[src/rtl/branch_predictor_bht.sv]
// Direct-mapped branch history table with 2-bit saturating counters and a tagged BTB.
// Lookup is combinational from registered state; updates from execute land on the clock edge.
module branch_predictor_bht #(
  parameter int unsigned IDX_BITS = 4,
  parameter int unsigned STAT_W   = 16
) (
  input  logic              clk,
  input  logic              reset,
  input  logic [31:0]       lookup_pc,
  output logic              predict_hit,
  output logic              predict_taken,
  output logic [31:0]       predict_target,
  input  logic              update_valid,
  input  logic [31:0]       update_pc,
  input  logic              update_taken,
  input  logic [31:0]       update_target,
  input  logic              update_mispredict,
  output logic [STAT_W-1:0] branch_count,
  output logic [STAT_W-1:0] mispredict_count
);

  localparam int unsigned Depth = 2 ** IDX_BITS;
  localparam int unsigned TagW  = 30 - IDX_BITS;

  logic [Depth-1:0] valid_q, valid_d;
  logic [TagW-1:0]  tag_q    [Depth];
  logic [TagW-1:0]  tag_d    [Depth];
  logic [31:0]      target_q [Depth];
  logic [31:0]      target_d [Depth];
  logic [1:0]       ctr_q    [Depth];
  logic [1:0]       ctr_d    [Depth];

  logic [STAT_W-1:0] branch_q, branch_d;
  logic [STAT_W-1:0] mispred_q, mispred_d;

  logic [IDX_BITS-1:0] lkp_idx, upd_idx;
  logic [TagW-1:0]     lkp_tag, upd_tag;
  logic                upd_hit;
  logic [1:0]          unused_upd_pc_bits;

  assign lkp_idx            = lookup_pc[IDX_BITS+1:2];
  assign lkp_tag            = lookup_pc[31:IDX_BITS+2];
  assign upd_idx            = update_pc[IDX_BITS+1:2];
  assign upd_tag            = update_pc[31:IDX_BITS+2];
  assign unused_upd_pc_bits = update_pc[1:0];
  assign upd_hit            = valid_q[upd_idx] && (tag_q[upd_idx] == upd_tag);

  // Lookup sees only registered state, so a same-cycle update is not bypassed.
  always_comb begin
    predict_hit    = valid_q[lkp_idx] && (tag_q[lkp_idx] == lkp_tag);
    predict_taken  = predict_hit && ctr_q[lkp_idx][1];
    predict_target = predict_taken ? target_q[lkp_idx] : (lookup_pc + 32'd4);
  end

  always_comb begin
    valid_d  = valid_q;
    tag_d    = tag_q;
    target_d = target_q;
    ctr_d    = ctr_q;
    if (update_valid) begin
      if (upd_hit) begin
        if (update_taken) begin
          if (ctr_q[upd_idx] != 2'b11) ctr_d[upd_idx] = ctr_q[upd_idx] + 2'd1;
          target_d[upd_idx] = update_target;
        end else if (ctr_q[upd_idx] != 2'b00) begin
          ctr_d[upd_idx] = ctr_q[upd_idx] - 2'd1;
        end
      end else if (update_taken) begin
        // Taken miss evicts whatever alias occupies the slot.
        valid_d[upd_idx]  = 1'b1;
        tag_d[upd_idx]    = upd_tag;
        target_d[upd_idx] = update_target;
        ctr_d[upd_idx]    = 2'b10;
      end
    end
  end

  always_comb begin
    branch_d  = branch_q;
    mispred_d = mispred_q;
    if (update_valid && (branch_q != {STAT_W{1'b1}})) branch_d = branch_q + 1'b1;
    if (update_valid && update_mispredict && (mispred_q != {STAT_W{1'b1}})) begin
      mispred_d = mispred_q + 1'b1;
    end
  end

  always_ff @(posedge clk or negedge reset) begin
    if (!reset) begin
      valid_q   <= '0;
      branch_q  <= '0;
      mispred_q <= '0;
      for (int i = 0; i < Depth; i++) begin
        tag_q[i]    <= '0;
        target_q[i] <= '0;
        ctr_q[i]    <= 2'b01;
      end
    end else begin
      valid_q   <= valid_d;
      branch_q  <= branch_d;
      mispred_q <= mispred_d;
      for (int i = 0; i < Depth; i++) begin
        tag_q[i]    <= tag_d[i];
        target_q[i] <= target_d[i];
        ctr_q[i]    <= ctr_d[i];
      end
    end
  end

  assign branch_count     = branch_q;
  assign mispredict_count = mispred_q;

endmodule

[config.mk]
export PLATFORM = sky130hd
export DESIGN_NAME = branch_predictor_bht
export DESIGN_NICKNAME = d
export VERILOG_FILES = /design/src/rtl/branch_predictor_bht.sv
export SDC_FILE = /design/constraint.sdc
export NUM_CORES = 2
export LEC_CHECK = 0
export ABC_AREA = 1
export CAP_MARGIN = 40
export CORE_AREA = 8 8 250 373
export DETAILED_ROUTE_END_ITERATION = 10
export DIE_AREA = 0 0 258 381
export DONT_BUFFER_PORTS = 1
export PLACE_DENSITY_LB_ADDON = 0.05
export SLEW_MARGIN = 20
export SYNTH_ARGS = -nofsm -noshare
export SYNTH_HDL_FRONTEND = slang
export SYNTH_SLANG_ARGS = --single-unit
[constraint.sdc]
create_clock -name clk -period 6.3 [get_ports clk]
set_input_delay 0.945 -clock clk [delete_from_list [all_inputs] [get_ports clk]]
set_output_delay 0.945 -clock clk [all_outputs]
set_load 0.1 [all_outputs]
== Word-level counts from Yosys, hierarchy flattened ==
Cells that the tools add are included.
Word-level totals
  bits in registers: 1008
  input bits: 101
  output and inout port bits: 66
Operators by class
  add/sub/neg operators: 5
  magnitude comparators: 6
  equality and inequality tests: 6
  muxes and demuxes: 37
  bitwise operators: 7
  reductions and logical operators: 14
Operators by type and width (number)
  512-bit bitwise mux: 1
  416-bit bitwise mux: 1
  32-bit 2-to-1 mux: 9
  26-bit binary-select mux with 4-bit select: 2
  26-bit 2-to-1 mux: 5
  32-bit binary-select mux with 4-bit select: 1
  32-bit demux with 4-bit select: 1
  26-bit demux with 4-bit select: 1
  32-bit bitwise mux: 2
  26-bit equality test: 2
  16-bit by 1-bit adder with 16-bit output (second input constant): 2
  32-bit by 3-bit adder with 32-bit output (second input constant): 1
  16-bit != test (second input constant): 2
  16-bit OR: 2
  16-bit AND: 1
  2-bit binary-select mux with 4-bit select: 2
  16-bit NOT: 1
  5-bit >= comparator (second input constant): 2
  4-bit by 5-bit < comparator with 1-bit output (second input constant): 2
  2-bit 2-to-1 mux: 5
  4-bit NOT with 5-bit output: 2
  1-bit binary-select mux with 4-bit select: 2
  2-bit demux with 4-bit select: 1
  1-bit logical AND: 8
  13 further kinds: 17

== Depth between registers and ports, before layout ==
  depth in word-level cells: 9
  gate-level depth with buffers: 25
  mapped depth without buffers: 21

== Worst setup path after synthesis ==
OpenSTA, ideal clock, no wires.
  kind: input to output
  start point: input port lookup_pc[3]
  end point: output port predict_target[15]
  data arrival time: 4987 ps
  data required time: 5355 ps
  setup slack: 368 ps
  stages on the path: 18
  buffers on the path: 5
  path through: buf_2 inv_1 buf_2 buf_2 a21oi_1 o21ai_0 nand3_1 nand3_1 nand2_1 xor2_1 nand2_1 nor2_1 nand3_1 nor2_2 nand2_1 buf_2 buf_6 o21ai_0
Between the ends
  longest elaborated chain between the ends: 8
  elaborated cells between the ends (all ways): 17
RTL lines
  from (decl): RTL line 9  | input logic [31:0] lookup_pc,
  4-bit NOT with 5-bit output (implied by the code): RTL line 50, 51, 52
  26-bit binary-select mux with 4-bit select: RTL line 50  | predict_hit = valid_q[lkp_idx] && (tag_q[lkp_idx] == lkp_tag);
  26-bit 2-to-1 mux (implied by the code) (2 in series): RTL line 50
  26-bit equality test: RTL line 50
  1-bit logical AND: RTL line 50
  1-bit logical AND: RTL line 51  | predict_taken = predict_hit && ctr_q[lkp_idx][1];
  32-bit 2-to-1 mux *: RTL line 52  | predict_target = predict_taken ? target_q[lkp_idx] : (lookup_pc + 32'd4);
  to (decl): RTL line 12  | output logic [31:0] predict_target,
Every way passes the cells marked *; elsewhere a longest branch is shown, timed or not. The select of a mux whose other input is x is not followed.

== Worst setup path after layout ==
  start point: input port lookup_pc[2]
  end point: output port predict_target[20]
Same word-level chain as after synthesis.

==> flow_metrics.py <==
metrics = {
    "status": {
        "status": "complete, no violations",
    },
    "pwr": {
        "p_sw_mw": 5.72,
        "swShare": 0.313,
        "p_clk_frac": 0.338,
        "p_per_area_mw_per_mm2": 317,
        "pwr-share-comb": 0.202,
        "leakage_nw": 27.5,
        "p_seq_frac": 0.460,
        "irDropWorstVdd_v": 0.000288,
        "finalPower_mw": 18.3,
        "internal-power_mw": 12.6,
    },
    "routing": {
        "antenna_left": 0,
        "wl_per_cell_um": 22.7,
        "first_pass_iters": 9,
        "viasPerCell": 6.03,
        "drt_iter0_drc": 5706,
        "drc": 0,
        "vias": 48600,
        "routed_wl_um": 182000,
    },
    "floorplanning": {
        "rows": 134,
        "die_area_mm2": 0.0983,
        "core-area_mm2": 0.0880,
        "io_pins": 167,
        "die_w_um": 258,
        "initial_utilization": 0.592,
        "dieHeight_um": 381,
    },
    "sta": {
        "max_slew_margin": 0.218,
        "worst_pin_slew_ps": 1170,
        "hold_ws_ps": 146,
        "fin_crit_sh": 0.918,
        "max_freq_ghz": 0.173,
        "min_period_ps": 5780,
        "tns_ps": 0,
        "setup_slack_ps": 518,
        "slew_viol_final": 0,
        "finalClockSkew_ps": 24.1,
        "timing_hold_violations_final": 0,
        "rsz0062_at_grt": "no",
        "finalSetupViolations": 0,
    },
    "yosys": {
        "synth_area_mm2": 0.0522,
        "synthTopCellsByArea": "dfrtp_1 48%, nand2_1 16%, o21ai_0 15%",
        "ys_ff_latch": 1008,
        "synth_top_area_cell": "dfrtp_1",
        "avgSynthCellArea_um2": 7.40,
        "netlist-cell-type-count": 42,
        "yosysWarnings": 0,
        "syn-num-nets": 7156,
        "synthCells": 7050,
        "yosysSeqAreaShare": 0.484,
        "yosysTopAreaCellShare": 0.476,
    },
    "worst_setup_path": {
        "r2r-start": "tag_q[272]$_DFFE_PN0P_",
        "critPathMaxFanout": 318,
        "cp-end-kind": "primary output",
        "reg2reg_depth": 18,
        "path_class": "in -> out",
        "r2r_end": "tag_q[111]$_DFFE_PN0P_",
        "arrival_ps": 4840,
        "start_kind": "input pin",
        "crit_required_ps": 5350,
        "reg2reg_slack_ps": 2280,
    },
    "placed_design": {
        "portBuffers": 0,
        "post-place-ws_ps": 959,
        "gp_congestion": 0.975,
        "dp_hpwl_um": 106000,
        "placedCellCount": 7853,
        "detailed_place.area_mm2": 0.0542,
    },
    "grt": {
        "grt_overflow": 0,
        "grt_util_met3": 0.0737,
        "gr-usage-met2": 0.579,
        "antenna_found_initial": 4,
        "busiest_layer": "met2",
        "grt_pass1_wl_um": 277000,
        "grt_max_degree": 921,
        "track_usage": 0.364,
        "grt_pass1_vias": 45800,
        "globalRouteMet1Util": 0.435,
    },
    "clock_tree": {
        "cts_max_level": 3,
        "path_clk_slew_ps": 60,
        "cts.sinks": 1008,
        "numCtsBuffers": 98,
        "insertion_delay_ps": 710,
        "post_cts_buffers": 0,
        "cts_tree": "done",
        "cts-root-buf": "clkbuf_16",
        "clockBufferDepth": 3,
    },
    "final_layout": {
        "fin_cells": 8047,
        "final.fill_count": 7674,
        "layout_common_cells": "2230 x nand2_1, 1537 x o21ai_0, 992 x dfrtp_1",
        "nets": 6910,
        "syn_to_final_growth_pct": 10.8,
        "drive_gt1_frac": 0.0620,
        "final_core_util": 0.656,
        "stdcell_area_mm2": 0.0578,
        "final_common_cell": "nand2_1",
    },
    "worst_hold_path": {
        "hold_path.class": "in -> async",
    },
    "job": {
        "cap_violations": 0,
    },
}
flip-flops by register name (all words and copies together) (netlist names):
name and cells:
branch_count 16, ctr_q 32, valid_q 16, mispredict_count 16, tag_q 416, target_q 512
cells in the mapped netlist (all sizes together):
library cell  number
nand2           2251
o21ai           1606
dfrtp            992
inv              454
nor2             408
clkbuf           340
a21oi            233
nand3            195
buf              192
o211ai            57
nand4             54
o22ai             52
xor2              45
nor3              25
a221oi            22
o221ai            20
dfstp             16
xnor2             16
a22oi             15
a31oi             14
a32o               9
o21a               7
o211a              6
ha                 5
nand3b             5
and3               3
clkinv             3
nor4               3
a21o               2
worst max path at each step:
stage	startpoint	depth (start not counted)	slack (ps)	endpoint
5_1_grt	lookup_pc[2]	19	450	predict_target[20]
4_1_cts	lookup_pc[2]	19	930	predict_target[20]
3_5_place_dp	lookup_pc[2]	18	960	predict_target[20]
3_3_place_gp	lookup_pc[2]	17	890	predict_target[20]
2_1_floorplan	lookup_pc[3]	18	370	predict_target[15]
6_report	lookup_pc[2]	19	520	predict_target[20]
power groups by stage:
stage | sequential [mW] | clock (mW) | combinational, mW
2_1_floorplan | 8.59 | 0 | 2.32
3_3_place_gp | 8.73 | 0 | 2.85
3_5_place_dp | 8.51 | 0 | 3.52
4_1_cts | 8.40 | 6.26 | 3.56
5_1_grt | 8.57 | 6.49 | 4.16
6_report | 8.43 | 6.19 | 3.70
cell type report:
cell class                      instances  area, µm²  area share
Clock buffer                          141       2950      0.0510
Sequential cell                      1008      25200       0.437
Inverter                              457       1730      0.0300
Timing Repair Buffer                  186       2840      0.0491
Antenna cell                            7       17.5    0.000303
Multi-Input combinational cell       5053      23100       0.400
Tap cell                             1156       1450      0.0250
Clock inverter                         39        428     0.00741
routing by layer:
metal / up-vias / share of wire / routed length (µm)
met4: 2 / 0.085 / 15600
met3: 687 / 0.091 / 16500
met1: 23000 / 0.37 / 66700
met5: - / 0.000038 / 7
li1: 22500 / - / -
met2: 2316 / 0.46 / 83700
repair_timing:
action / 4_1_cts / 5_1_grt
endpoints found under the hold margin: 89 / 7
resized for setup: 0 / 0
hold buffers: 1 / 1
kinds of logic (layout without fill, tap and decap cells):
logic type      count (synthesis)  in the layout  share of synthesized area
simple gates                 2944           2944                      0.222
compound gates               2043           2043                      0.206
flops                        1008           1008                      0.484
buf+inv                       989            823                     0.0764
xor+xnor                       61             61                     0.0102
fa+ha+maj                       5              5                    0.00120
other cells                     0              7                          0
critical path, stage by stage:
cell     delay, ps
inv_8          390
buf_16         430
buf_12         330
a21oi_1        120
o21ai_0         90
nand2_1         80
nand2_1         90
nand2_1         90
inv_1           80
nand2_1         50
nand2_1        100
nand4_1        140
nor2_1         130
nand3_1        120
nor2_4         140
nand2_2        220
buf_12         280
o21ai_2        340
buf_12         230
Power figures use the tool's default switching activity.
